==> src/rtl/uart_rx_with_buffer.sv <==
// uart_rx_with_buffer: serial receive path for the 115200-baud link.
// Oversamples rx, reassembles LSB-first bytes and stores them in a
// show-ahead FIFO that core logic drains with rd_en.
//
// Optional feature macro: UART_RX_PARITY_EN (8E1 frames with even parity).
// Without it the frame is 8N1 and parity_err is tied low.
//
// Ports:
//   clk        system clock, posedge
//   rst        asynchronous active-high reset
//   rx         asynchronous serial input, idle high
//   rd_en      pop the head byte (ignored while empty)
//   rd_data    head byte, 0 when empty (registered)
//   empty      FIFO holds no bytes (registered)
//   count      number of stored bytes (registered)
//   overflow   sticky: a received byte was dropped on a full FIFO
//   frame_err  one-cycle pulse: stop bit sampled low
//   parity_err one-cycle pulse: parity mismatch (0 without the macro)
module uart_rx_with_buffer #(
    parameter int unsigned CLK_PER_BIT = 868,
    parameter int unsigned FIFO_DEPTH  = 16
) (
    input  logic                        clk,
    input  logic                        rst,
    input  logic                        rx,
    input  logic                        rd_en,
    output logic [7:0]                  rd_data,
    output logic                        empty,
    output logic [$clog2(FIFO_DEPTH):0] count,
    output logic                        overflow,
    output logic                        frame_err,
    output logic                        parity_err
);
    localparam int unsigned CNT_W = $clog2(CLK_PER_BIT);
    localparam int unsigned PTR_W = $clog2(FIFO_DEPTH);
    localparam int unsigned CW    = PTR_W + 1;

    localparam logic [CNT_W-1:0] HALF_LOAD = CNT_W'(CLK_PER_BIT / 2 - 1);
    localparam logic [CNT_W-1:0] FULL_LOAD = CNT_W'(CLK_PER_BIT - 1);
    localparam logic [CW-1:0]    FULL_CNT  = CW'(FIFO_DEPTH);

    typedef enum logic [2:0] {
        S_IDLE,
        S_START,
        S_DATA,
        S_STOP,
        S_WAIT_HIGH
`ifdef UART_RX_PARITY_EN
        , S_PARITY
`endif
    } state_t;

    // Two-stage synchronizer, both stages reset to the idle level
    logic sync1_q, rxs_q;

    always_ff @(posedge clk or posedge rst) begin
        if (rst) begin
            sync1_q <= 1'b1;
            rxs_q   <= 1'b1;
        end else begin
            sync1_q <= rx;
            rxs_q   <= sync1_q;
        end
    end

    // Receive FSM state
    state_t           state_q, state_d;
    logic [CNT_W-1:0] cnt_q, cnt_d;
    logic [2:0]       idx_q, idx_d;
    logic [7:0]       data_q, data_d;
    logic             frame_err_q, frame_err_d;
    logic             push_c;
`ifdef UART_RX_PARITY_EN
    logic             par_bad_q, par_bad_d;
    logic             parity_err_q, parity_err_d;
`endif

    always_ff @(posedge clk or posedge rst) begin
        if (rst) begin
            state_q      <= S_IDLE;
            cnt_q        <= '0;
            idx_q        <= '0;
            data_q       <= '0;
            frame_err_q  <= 1'b0;
`ifdef UART_RX_PARITY_EN
            par_bad_q    <= 1'b0;
            parity_err_q <= 1'b0;
`endif
        end else begin
            state_q      <= state_d;
            cnt_q        <= cnt_d;
            idx_q        <= idx_d;
            data_q       <= data_d;
            frame_err_q  <= frame_err_d;
`ifdef UART_RX_PARITY_EN
            par_bad_q    <= par_bad_d;
            parity_err_q <= parity_err_d;
`endif
        end
    end

    // Next-state: every timed state counts down to 0, then acts on rxs
    always_comb begin
        state_d      = state_q;
        cnt_d        = cnt_q;
        idx_d        = idx_q;
        data_d       = data_q;
        frame_err_d  = 1'b0;
        push_c       = 1'b0;
`ifdef UART_RX_PARITY_EN
        par_bad_d    = par_bad_q;
        parity_err_d = 1'b0;
`endif
        if (state_q != S_IDLE && state_q != S_WAIT_HIGH && cnt_q != '0) begin
            cnt_d = cnt_q - CNT_W'(1);
        end else begin
            case (state_q)
                S_IDLE: begin
                    if (!rxs_q) begin
                        cnt_d   = HALF_LOAD;
                        state_d = S_START;
                    end
                end
                S_START: begin
                    if (!rxs_q) begin
                        cnt_d     = FULL_LOAD;
                        idx_d     = '0;
`ifdef UART_RX_PARITY_EN
                        par_bad_d = 1'b0;
`endif
                        state_d   = S_DATA;
                    end else begin
                        state_d = S_IDLE;  // glitch, not a start bit
                    end
                end
                S_DATA: begin
                    data_d[idx_q] = rxs_q;
                    cnt_d         = FULL_LOAD;
                    if (idx_q == 3'd7) begin
`ifdef UART_RX_PARITY_EN
                        state_d = S_PARITY;
`else
                        state_d = S_STOP;
`endif
                    end else begin
                        idx_d = idx_q + 3'd1;
                    end
                end
`ifdef UART_RX_PARITY_EN
                S_PARITY: begin
                    cnt_d   = FULL_LOAD;
                    state_d = S_STOP;
                    if (rxs_q != ^data_q) begin
                        par_bad_d    = 1'b1;
                        parity_err_d = 1'b1;
                    end
                end
`endif
                S_STOP: begin
                    if (rxs_q) begin
`ifdef UART_RX_PARITY_EN
                        push_c = !par_bad_q;
`else
                        push_c = 1'b1;
`endif
                        state_d = S_IDLE;
                    end else begin
                        frame_err_d = 1'b1;
                        state_d     = S_WAIT_HIGH;
                    end
                end
                S_WAIT_HIGH: begin
                    if (rxs_q) state_d = S_IDLE;
                end
                default: state_d = S_IDLE;
            endcase
        end
    end

    // FIFO storage and pointers
    logic [7:0]       mem_q [FIFO_DEPTH];
    logic [PTR_W-1:0] wr_ptr_q, wr_ptr_d, rd_ptr_q, rd_ptr_d, rd_ptr_inc;
    logic [CW-1:0]    count_q, count_d;
    logic [7:0]       rd_data_q, rd_data_d;
    logic             empty_q, empty_d;
    logic             overflow_q, overflow_d;
    logic             do_push, do_pop, full;

    always_ff @(posedge clk) begin
        if (do_push) mem_q[wr_ptr_q] <= data_q;
    end

    always_ff @(posedge clk or posedge rst) begin
        if (rst) begin
            wr_ptr_q   <= '0;
            rd_ptr_q   <= '0;
            count_q    <= '0;
            rd_data_q  <= '0;
            empty_q    <= 1'b1;
            overflow_q <= 1'b0;
        end else begin
            wr_ptr_q   <= wr_ptr_d;
            rd_ptr_q   <= rd_ptr_d;
            count_q    <= count_d;
            rd_data_q  <= rd_data_d;
            empty_q    <= empty_d;
            overflow_q <= overflow_d;
        end
    end

    // A pop frees a slot in the same cycle, so push+pop on a full FIFO is legal
    always_comb begin
        full       = (count_q == FULL_CNT);
        do_pop     = rd_en && (count_q != '0);
        do_push    = push_c && (!full || do_pop);
        overflow_d = overflow_q | (push_c && full && !do_pop);
        rd_ptr_inc = rd_ptr_q + PTR_W'(1);
        wr_ptr_d   = do_push ? wr_ptr_q + PTR_W'(1) : wr_ptr_q;
        rd_ptr_d   = do_pop ? rd_ptr_inc : rd_ptr_q;
        case ({do_push, do_pop})
            2'b10:   count_d = count_q + CW'(1);
            2'b01:   count_d = count_q - CW'(1);
            default: count_d = count_q;
        endcase
        empty_d = (count_d == '0);
        // Registered show-ahead head: bypass the incoming byte when it becomes head
        if (count_d == '0) begin
            rd_data_d = '0;
        end else if (do_pop) begin
            rd_data_d = (count_q == CW'(1)) ? data_q : mem_q[rd_ptr_inc];
        end else if (count_q == '0) begin
            rd_data_d = data_q;
        end else begin
            rd_data_d = rd_data_q;
        end
    end

    assign rd_data   = rd_data_q;
    assign empty     = empty_q;
    assign count     = count_q;
    assign overflow  = overflow_q;
    assign frame_err = frame_err_q;
`ifdef UART_RX_PARITY_EN
    assign parity_err = parity_err_q;
`else
    assign parity_err = 1'b0;
`endif

endmodule
==> config.mk <==
export PLATFORM = sky130hd
export DESIGN_NAME = uart_rx_with_buffer
export DESIGN_NICKNAME = d
export VERILOG_FILES = /design/src/rtl/uart_rx_with_buffer.sv
export SDC_FILE = /design/constraint.sdc
export NUM_CORES = 1
export LEC_CHECK = 0
export ABC_AREA = 1
export CORE_MARGIN = 4
export CORE_UTILIZATION = 60
export CTS_CLUSTER_SIZE = 14
export DETAILED_ROUTE_END_ITERATION = 8
export GPL_ROUTABILITY_DRIVEN = 0
export PLACE_DENSITY = 0.75
export SYNTH_ARGS = -nofsm -noshare
export SYNTH_HDL_FRONTEND = slang
export SYNTH_SLANG_ARGS = --single-unit
export TNS_END_PERCENT = 100
==> constraint.sdc <==
create_clock -name clk -period 4.2 [get_ports clk]
set_input_delay 0.84 -clock clk [delete_from_list [all_inputs] [get_ports clk]]
set_output_delay 0.84 -clock clk [all_outputs]
set_load 0.005 [all_outputs]
==> results.json <==
{
  "p_leak_nw": 3.81,
  "routedWlPerCell_um": 18.8,
  "dieHeight_um": 124,
  "ant_nets": 0,
  "clock_sinks": 178,
  "cts_resized": 0,
  "path_common_cell": "nor2_1",
  "syn_inst": 769,
  "finalSetupTns_ns": 0,
  "synth_area_leader_cell": "edfxtp_1",
  "start_kind": "flop",
  "drc_errors": 0,
  "cap_violations": 0,
  "final_area_sq_um": 8840,
  "power-per-cell-area_nw_per_um2": 617,
  "dr_wl_met3_mm": 1.51,
  "hold_viol_final": 0,
  "grt_pass1_vias": 5451,
  "synth_top_cells_by_count": "176 x nand2_1, 130 x nand3_1, 128 x edfxtp_1",
  "htree_levels": 4,
  "worst_pin_slew_ns": 1.10,
  "cts_buffer_depth": 2,
  "setup_violations": 0,
  "arrival_ns": 3.04,
  "critPathSlowestCell": "nor2_1",
  "ios": 21,
  "cts_hold_buf": 0,
  "syn_avg_cell_area_sq_um": 10.4,
  "row_count": 41,
  "top_layer_used": "met4",
  "slew_viol_final": 0,
  "viasPerCell": 5.88,
  "critPathMaxFanout": 8,
  "synth_top_area_share": 0.480,
  "r2r-start": "cnt_q[0]$_DFFE_PP0P_",
  "synthTopCellsByArea": "edfxtp_1 48%, dfrtp_1 15%, nand2_1 8.3%",
  "core_sq_um": 12800,
  "routed_wirelength_mm": 18.2,
  "io_buffers": 19,
  "synthToLayoutAreaGrowth_pct": 10.5,
  "start_util": 0.624,
  "wl_met1_mm": 7.59,
  "grt_max_degree": 66,
  "crit_chain": "inv_1 -> ha_1 -> inv_1 -> nor2_1 -> nand4_1 -> nor2_1 -> nand2_1 -> nor2_1 -> nand2_1 -> nor2_1",
  "crit_type": "flop to flop",
  "vias": 5695,
  "numCtsBuffers": 17,
  "grt_pass1_wl_mm": 28.4,
  "fill_cells": 933,
  "drive_gt1_frac": 0.0867,
  "wl_met2_mm": 8.58,
  "seq_area_sq_um": 5100,
  "overflow": 0,
  "outcome": "finished clean",
  "ys_warn_count": 0,
  "critPathMaxStageDelay_ns": 0.58,
  "utilization": 0.690,
  "diodes": 0,
  "fmax_mhz": 336,
  "drt-initial-drc-count": 855,
  "synth-edff-count": 128,
  "die_area_sq_um": 15300,
  "hold_path_startpoint": "sync1_q$_DFF_PP1_",
  "synth.most_common_cell": "nand2_1",
  "placed_area_sq_um": 8310,
  "dp_hpwl_mm": 12.0,
  "num-nets-final": 800,
  "multi_input_area_sq_um": 2540,
  "ys_seq_elements": 178,
  "grt_usage": 0.255,
  "hold_class": "flop to flop",
  "tritoncts": "built",
  "setup.worst_path.end_class": "flop",
  "seq_area_frac_synth": 0.637,
  "cts_root_buf": "clkbuf_16",
  "synth_nets": 786,
  "postCtsSetupRepairBufs": 0,
  "async_flop_share": 0.281,
  "finalClockSkew_ns": 0.00868,
  "rsz0062_at_grt": "false",
  "fin_crit_ns": 2.97,
  "syn_area_sq_um": 8010,
  "clkSlewWorstSetupHoldPaths_ns": 0.06,
  "yosysUniqueCellTypes": 46,
  "clock_latency_ns": 0.43,
  "antenna_found_initial": 0,
  "finalCritPeriodShare": 0.708,
  "fp.dieW_um": 124,
  "required_ns": 4.26,
  "critPathLaunch": "cnt_q[0]$_DFFE_PP0P_",
  "first_pass_iters": 7,
  "ys.flop_type": "edfxtp_1",
  "slew_headroom": 0.265,
  "peakVddDrop_uv": 469
}
critical path: cells and delay by family (launching register included):
kind | cells | cell delay (ns)
buf+inv | 2 | 0.21
fa+ha+maj | 1 | 0.21
simple gates | 7 | 1.82
flops | 1 | 0.36
kinds of logic (layout without fill, tap and decap cells):
kind of cell,after synthesis,count (layout),share of synthesized area
AOI/OAI and AO/OA,63,63,0.0436
buffers and inverters,92,119,0.0466
other,1,1,0.000468
DFF,178,178,0.637
xor gates and xnor gates,13,13,0.0152
and+or+nand+nor,403,403,0.230
adders and majority gates,13,13,0.0203
muxes,6,6,0.00766
layout by cell type, fill, tap and decap left out, types with 2 or more instances in the layout:
cell,instances
a21oi_1,18
buf_4,4
clkbuf_16,17
clkdlybuf4s50_1,19
clkinv_1,5
clkinv_2,2
clkinv_4,3
dfrtp_1,46
dfstp_2,3
edfxtp_1,128
ha_1,13
inv_1,56
inv_2,6
inv_6,6
mux2i_1,5
nand2_1,176
nand2_2,4
nand3_1,130
nand3_2,3
nand3_4,2
nand4_1,6
nor2_1,64
nor2_2,6
nor2_4,3
nor3_1,2
o211ai_1,4
o21ai_0,31
o21bai_1,2
o22ai_1,2
xnor2_1,3
xor2_1,9
per-layer routing:
layer | global-route usage | up-vias
met5 | 0 | -
met4 | 0.113 | 0
met3 | 0.0554 | 43
met2 | 0.386 | 263
met1 | 0.359 | 2740
li1 | - | 2649
registers in the layout, summed over array words and instances (netlist names):
register and flops:
state_q 3, mem_q 128, cnt_q 10, empty 1, idx_q 3, wr_ptr_q 4, count 5, overflow 1
rd_ptr_q 4, frame_err 1, rd_data 8, sync1_q 1, rxs_q 1, data_q 8
stage by stage:
step	instances	power (mW)	worst slack, ns	hold slack (ns)
final	968	5.46	1.23	0.365
after global placement	936	3.97	1.01	0.350
after detailed placement	936	4.02	0.962	0.355
after floorplan	769	3.42	1.89	0.345
after CTS	968	5.44	1.24	0.364
after global routing	968	5.74	0.995	0.369
power breakdown:
group          leakage (nW)  internal (mW)  switching (mW)
registers              2.13           1.95          0.0870
logic                  1.42          0.661            1.33
clock network         0.262          0.760           0.670
final cells by class:
| type | instances | share of cell area |
|---|---|---|
| multi-input combinational | 499 | 0.287 |
| tap | 172 | 0.0243 |
| sequential | 178 | 0.577 |
| clock buffer | 17 | 0.0481 |
| inverter | 64 | 0.0272 |
| timing repair buffer | 23 | 0.0249 |
| clock inverter | 15 | 0.0122 |
final timing paths:
| kind | to | slack, ns | cells after the start |
|---|---|---|---|
| max reg2reg | mem_q[14][0]$_DFFE_PP_ | 1.23 | 10 |
| min reg2reg | rxs_q$_DFF_PP1_ | 0.36 | 0 |
| min | rxs_q$_DFF_PP1_ | 0.36 | 0 |
| max | mem_q[14][0]$_DFFE_PP_ | 1.23 | 10 |
| min in group asynchronous | cnt_q[9]$_DFFE_PP0P_ | 1.00 | 2 |
| max in group asynchronous | rd_ptr_q[0]$_DFFE_PP0N_ | 2.45 | 2 |
(Power assumes the default switching activity.)
